### src/rtl/strobe_period_monitor_if.sv
// Strobe-monitor bus: stimulus/control toward the monitor, status back out.
interface strobe_period_monitor_if #(
    parameter int CNT_W = 8,
    parameter int ERR_W = 8
);
    logic             enable;
    logic             strobe_i;
    logic             err_clr;
    logic             locked;
    logic [CNT_W-1:0] period_o;
    logic             period_vld;
    logic             err_pulse;
    logic [ERR_W-1:0] err_count;
    logic [1:0]       state_o;

    modport master (
        output enable, strobe_i, err_clr,
        input  locked, period_o, period_vld, err_pulse, err_count, state_o
    );

    modport slave (
        input  enable, strobe_i, err_clr,
        output locked, period_o, period_vld, err_pulse, err_count, state_o
    );
endinterface

### src/rtl/strobe_period_monitor.sv
// Strobe period monitor: measures gaps between single-cycle strobes, locks
// after LOCK_COUNT consecutive periods of EXP_PERIOD, then flags early or
// missing strobes and keeps a saturating error count.
module strobe_period_monitor #(
    parameter int EXP_PERIOD = 3,
    parameter int CNT_W      = 8,
    parameter int LOCK_COUNT = 4,
    parameter int ERR_W      = 8
) (
    input  logic                    clk,
    input  logic                    reset,
    strobe_period_monitor_if.slave  bus
);
    typedef enum logic [1:0] {
        IDLE   = 2'd0,
        SEARCH = 2'd1,
        TRACK  = 2'd2,
        LOCKED = 2'd3
    } state_t;

    localparam logic [CNT_W-1:0] CNT_MAX = '1;
    localparam logic [CNT_W-1:0] EXP_CNT = CNT_W'(EXP_PERIOD);
    localparam logic [ERR_W-1:0] ERR_MAX = '1;
    localparam logic [3:0]       LOCK_M  = 4'(LOCK_COUNT);

    function automatic logic [CNT_W-1:0] sat_inc_cnt(input logic [CNT_W-1:0] v);
        return (v == CNT_MAX) ? v : v + 1'b1;
    endfunction

    function automatic logic [ERR_W-1:0] sat_inc_err(input logic [ERR_W-1:0] v);
        return (v == ERR_MAX) ? v : v + 1'b1;
    endfunction

    state_t           state_q, state_d;
    logic [CNT_W-1:0] cnt_q, cnt_d;
    logic [3:0]       match_cnt_q, match_cnt_d;
    logic [CNT_W-1:0] period_q, period_d;
    logic             period_vld_q, period_vld_d;
    logic             err_pulse_q, err_pulse_d;
    logic [ERR_W-1:0] err_count_q, err_count_d;
    logic             locked_q, locked_d;
    logic [3:0]       match_inc;

    assign match_inc = match_cnt_q + 4'd1;

    // State, counters and all registered outputs; async reset to idle values.
    always_ff @(posedge clk or posedge reset) begin
        if (reset) begin
            state_q      <= IDLE;
            cnt_q        <= '0;
            match_cnt_q  <= '0;
            period_q     <= '0;
            period_vld_q <= 1'b0;
            err_pulse_q  <= 1'b0;
            err_count_q  <= '0;
            locked_q     <= 1'b0;
        end else begin
            state_q      <= state_d;
            cnt_q        <= cnt_d;
            match_cnt_q  <= match_cnt_d;
            period_q     <= period_d;
            period_vld_q <= period_vld_d;
            err_pulse_q  <= err_pulse_d;
            err_count_q  <= err_count_d;
            locked_q     <= locked_d;
        end
    end

    // Next-state, gap counting, period reporting and error detection.
    always_comb begin
        state_d      = state_q;
        cnt_d        = cnt_q;
        match_cnt_d  = match_cnt_q;
        period_d     = period_q;
        period_vld_d = 1'b0;
        err_pulse_d  = 1'b0;

        if (!bus.enable) begin
            // Disable wins over any strobe; measurement results are kept.
            state_d     = IDLE;
            cnt_d       = '0;
            match_cnt_d = '0;
        end else begin
            cnt_d = bus.strobe_i ? CNT_W'(1) : sat_inc_cnt(cnt_q);
            case (state_q)
                IDLE: begin
                    state_d     = SEARCH;
                    cnt_d       = '0;
                    match_cnt_d = '0;
                end
                SEARCH: begin
                    // First strobe only sets the reference point.
                    if (bus.strobe_i) begin
                        state_d     = TRACK;
                        match_cnt_d = '0;
                    end
                end
                TRACK: begin
                    if (bus.strobe_i) begin
                        period_d     = cnt_q;
                        period_vld_d = 1'b1;
                        if (cnt_q == EXP_CNT) begin
                            match_cnt_d = match_inc;
                            if (match_inc == LOCK_M) begin
                                state_d = LOCKED;
                            end
                        end else begin
                            match_cnt_d = '0;
                        end
                    end else if (cnt_q == CNT_MAX) begin
                        // Strobe stream lost; start over from a fresh reference.
                        state_d     = SEARCH;
                        match_cnt_d = '0;
                    end
                end
                LOCKED: begin
                    if (bus.strobe_i) begin
                        period_d     = cnt_q;
                        period_vld_d = 1'b1;
                        if (cnt_q < EXP_CNT) begin
                            // Early strobe: it becomes the new reference.
                            err_pulse_d = 1'b1;
                            state_d     = TRACK;
                            match_cnt_d = '0;
                        end
                    end else if (cnt_q >= EXP_CNT) begin
                        // Expected slot passed without a strobe.
                        err_pulse_d = 1'b1;
                        state_d     = SEARCH;
                        match_cnt_d = '0;
                    end
                end
                default: state_d = IDLE;
            endcase
        end

        if (bus.err_clr) begin
            err_count_d = '0;
        end else if (err_pulse_d) begin
            err_count_d = sat_inc_err(err_count_q);
        end else begin
            err_count_d = err_count_q;
        end

        locked_d = (state_d == LOCKED);
    end

    assign bus.locked     = locked_q;
    assign bus.period_o   = period_q;
    assign bus.period_vld = period_vld_q;
    assign bus.err_pulse  = err_pulse_q;
    assign bus.err_count  = err_count_q;
    assign bus.state_o    = state_q;
endmodule

### src/flat_wrapper.sv
// flat-port wrapper written by rule: the top's interface ports become plain ports
module strobe_period_monitor_flat 
#(
    parameter int EXP_PERIOD = 3,
    parameter int CNT_W      = 8,
    parameter int LOCK_COUNT = 4,
    parameter int ERR_W      = 8
)
  (clk, reset, bus_enable, bus_strobe_i, bus_err_clr, bus_locked, bus_period_o, bus_period_vld, bus_err_pulse, bus_err_count, bus_state_o);
  strobe_period_monitor_if #(.CNT_W(CNT_W), .ERR_W(ERR_W)) bus_i ();
  input  logic clk;
  input  logic reset;
  input wire logic [$bits(bus_i.enable)-1:0] bus_enable;
  input wire logic [$bits(bus_i.strobe_i)-1:0] bus_strobe_i;
  input wire logic [$bits(bus_i.err_clr)-1:0] bus_err_clr;
  output wire logic [$bits(bus_i.locked)-1:0] bus_locked;
  output wire logic [$bits(bus_i.period_o)-1:0] bus_period_o;
  output wire logic [$bits(bus_i.period_vld)-1:0] bus_period_vld;
  output wire logic [$bits(bus_i.err_pulse)-1:0] bus_err_pulse;
  output wire logic [$bits(bus_i.err_count)-1:0] bus_err_count;
  output wire logic [$bits(bus_i.state_o)-1:0] bus_state_o;
  assign bus_i.enable = bus_enable;
  assign bus_i.strobe_i = bus_strobe_i;
  assign bus_i.err_clr = bus_err_clr;
  assign bus_locked = bus_i.locked;
  assign bus_period_o = bus_i.period_o;
  assign bus_period_vld = bus_i.period_vld;
  assign bus_err_pulse = bus_i.err_pulse;
  assign bus_err_count = bus_i.err_count;
  assign bus_state_o = bus_i.state_o;
  strobe_period_monitor #(.EXP_PERIOD(EXP_PERIOD), .CNT_W(CNT_W), .LOCK_COUNT(LOCK_COUNT), .ERR_W(ERR_W)) u_core (.clk(clk), .reset(reset), .bus(bus_i));
endmodule
### config.mk
export PLATFORM = sky130hd
export DESIGN_NAME = strobe_period_monitor_flat
export DESIGN_NICKNAME = d
export VERILOG_FILES = /design/src/rtl/strobe_period_monitor_if.sv /design/src/rtl/strobe_period_monitor.sv /design/src/flat_wrapper.sv
export SDC_FILE = /design/constraint.sdc
export NUM_CORES = 1
export LEC_CHECK = 0
export CORE_UTILIZATION = 50
export DETAILED_ROUTE_END_ITERATION = 10
export GPL_ROUTABILITY_DRIVEN = 0
export PLACE_DENSITY = 0.84
export SYNTH_ARGS = -nofsm -noshare
export SYNTH_HDL_FRONTEND = slang
export SYNTH_SLANG_ARGS = --single-unit
### constraint.sdc
create_clock -name clk -period 3.22 [get_ports clk]
set_clock_uncertainty 0.2 [all_clocks]
set_input_delay 0.322 -clock clk [delete_from_list [all_inputs] [get_ports clk]]
set_output_delay 0.322 -clock clk [all_outputs]
set_load 0.01 [all_outputs]
==> flow_summary.ini <==
[drt]
routed_via_density = 5.80
drt-initial-drc-count = 69
drtPass1Iterations = 4
drc_errors = 0
wl_met1_um = 1410
dr.max_layer_used = met4
vias = 1351
wl_per_cell_um = 14.5
route.met3.wl_um = 149
ant_nets = 0
met2_length_um = 1720
finalWirelength_um = 3370

[final_layout]
layout.nets = 198
drive_gt1_share_pct = 14.3
diodes = 0
fin_util_pct = 64.8
area_delta_synth_final_pct = 20.3

[yosys]
synth_top_family_by_area = simple AND/OR/NAND/NOR gates
ys.flop_type = dfrtp_1
ys_top_cells_by_count = 33 x dfrtp_1, 15 x nor2_1, 12 x nand3_1
synth_compound_area_share_pct = 13.4
netlist.area_leader.share_pct = 49.4
synth_edf_count = 0
synth_cells = 162
synth_mux_area_share_pct = 8.01
synth_nets = 171
yosysUniqueCellTypes = 45
yosysMostFrequentCell = dfrtp_1
ys_ff_latch = 33
ys_seq_area_share_pct = 49.4
synth_fa_ha_area_share_pct = 3.00
synthSimpleGateAreaFrac_pct = 21.3
synth_async_sr_flop_share_pct = 100
synthXorXnorAreaFrac_pct = 1.57
yosysTopAreaCell = dfrtp_1
syn-cell-area_um2 = 1670
ys_warn_count = 0
syn-mean-instance-area_um2 = 10.3
ys_top_cells_by_area = dfrtp_1 49%, mux2_2 7.4%, nand3_1 3.6%, nor2_1 3.4%, ha_1 3.0%

[critical_path]
reg2regPathDepth = 6
r2r_start = u_core.cnt_q[0]
crit_slowest_cell = or4b_1
startpoint = u_core.cnt_q[0]
timing.critical_path.buf_inv = 0
crit_required_ns = 3.27
worstPathMaxFanout = 8
r2r_slack_ns = 0.55
worst_ep_arrival_time_ns = 2.73
startpoint_type = flip-flop
r2r_end = u_core.bus.err_count[5]
crit_chain = ha_1, nor3_2, a21boi_2, or4b_1, or4_1, a21oi_1
cp-end-kind = flip-flop
slowest_delay_ns = 0.66
crit_type = reg2reg
crit_family = simple AND/OR/NAND/NOR gates

[status]
outcome = completed

[floorplan]
pin_count = 26
die_h_um = 59.8
core_um2 = 3100
fp.dieW_um = 59.8
row_count = 20
initial_core_util_pct = 53.8
design.die.area_um2 = 3580

[clock_network]
cts_hold_buf = 0
cts_sinks = 33
clock_path_buffers = 2
post_cts_buffers = 0
cts_tree = done
cts_buffers = 5
insertion_delay_ns = 0.34
clock-root-buffer = clkbuf_4
cts_resized = 0
h-tree-depth = 2
cts.reportedPaths.clkPinSlew_ns = 0.10

[power]
p_leak_nw = 0.900
peakVddDrop_mv = 0.268
power.density_nw_per_um2 = 366

[global_route]
antenna_found_initial = 0
grt_start_max_net_pins = 18
grt_first_pass_wirelength_um = 6020
overflow = 0
track_usage_pct = 23.1
grt_pass1_vias = 1340

[hold_path]
hold_class = in2async

[sta]
slew_viol_final = 0
fmax_mhz = 374
setup_tns_ns = 0
slew_headroom_pct = 54.8
finalCriticalPeriod_ns = 2.67
setup_viol_count_final = 0
rsz0062_at_grt = false
layout_worst_path_cycle_share_pct = 83.1
final_hold_viol_count = 0
tightest_slew_ns = 0.672

[flow_run]
cap_violations = 0

[placed_design]
io_buffers = 25
dp_hpwl_um = 2530
## worst max path at each step
stage	endpoint	slack, ns	cells after the start
floorplan	u_core.bus.err_count[5]	0.77	7
global placement	u_core.bus.err_count[5]	0.62	5
detailed placement	u_core.bus.err_count[5]	0.54	5
CTS	u_core.bus.err_count[5]	0.54	6
global route	u_core.bus.err_count[5]	0.40	6
finish	u_core.bus.err_count[5]	0.55	6
## metal layers
layer	track usage [%]	up-vias
met2	39.5	45
met4	11.6	0
met1	27.4	653
met3	4.76	13
met5	0	-
li1	-	640
## worst register-to-register path: cells and delay by family (launching register included)
| kind | cells | cell delay, ns |
|---|---|---|
| AO/OA/AOI/OAI | 2 | 0.27 |
| adder cells (fa/ha/maj) | 1 | 0.29 |
| flip-flops | 1 | 0.43 |
| AND/OR/NAND/NOR | 3 | 1.41 |
## final cells by class
| class | instances | area, um^2 |
|---|---|---|
| fill | 278 | 1090 |
| sequential | 33 | 826 |
| multi-input combinational | 118 | 790 |
| timing repair buffer | 28 | 273 |
| clock buffer | 7 | 55.1 |
| tap | 44 | 55.1 |
| inverter | 3 | 11.3 |
## registers in the layout (all words and copies together) (netlist names)
name and cells:
u_core.bus.err_count 8, u_core.bus.err_pulse 1, u_core.bus.locked 1, u_core.bus.period_o 8, u_core.bus.period_vld 1, u_core.bus.state_o 2
u_core.cnt_q 8, u_core.match_cnt_q 4
## cells by family (layout without fill, tap and decap cells)
kind of cell               after synthesis  count (layout)
AOI/OAI and AO/OA                       35              35
xor gates and xnor gates                 3               3
adders and majority gates                4               4
buffers and inverters                   11              38
DFF                                     33              33
muxes                                   12              12
and+or+nand+nor                         64              64
## report_power, final
part           switching, mW  leakage, nW  internal, mW
combinational         0.0344        0.412        0.0335
sequential            0.0112        0.457         0.423
clock                  0.130       0.0314         0.103
total                  0.175        0.900         0.560
## cells in the final DEF, fill, tap and decap left out, types with 3 or more instances in the layout
cell             synthesis  layout
dfrtp_1                 33      33
buf_4                    3       3
o21bai_1                 3       3
mux2_2                  11      11
clkdlybuf4s50_1          0      25
nor3_1                   4       4
inv_1                    3       3
nand4_1                  3       3
nor2_1                  15      15
a21oi_1                  8       8
nand2_1                 10      10
nand3_1                 12      12
a31oi_1                  6       6
clkbuf_4                 0       5
or3_1                    3       3
ha_1                     4       4
o21ai_0                  6       6
## through the flow
stage / total power, mW / cells / hold slack [ns] / area (um^2) / setup WS (ns)
final: 0.735 / 233 / 0.174 / 2010 / 0.545
after global routing: 0.772 / 233 / 0.251 / 2010 / 0.402
after CTS: 0.746 / 233 / 0.218 / 2010 / 0.544
after detailed placement: 0.511 / 226 / 0.292 / 1950 / 0.535
after global placement: 0.510 / 226 / 0.289 / 1950 / 0.615
after floorplan: 0.481 / 162 / 0.251 / 1670 / 0.767
(Power assumes the default switching activity.)
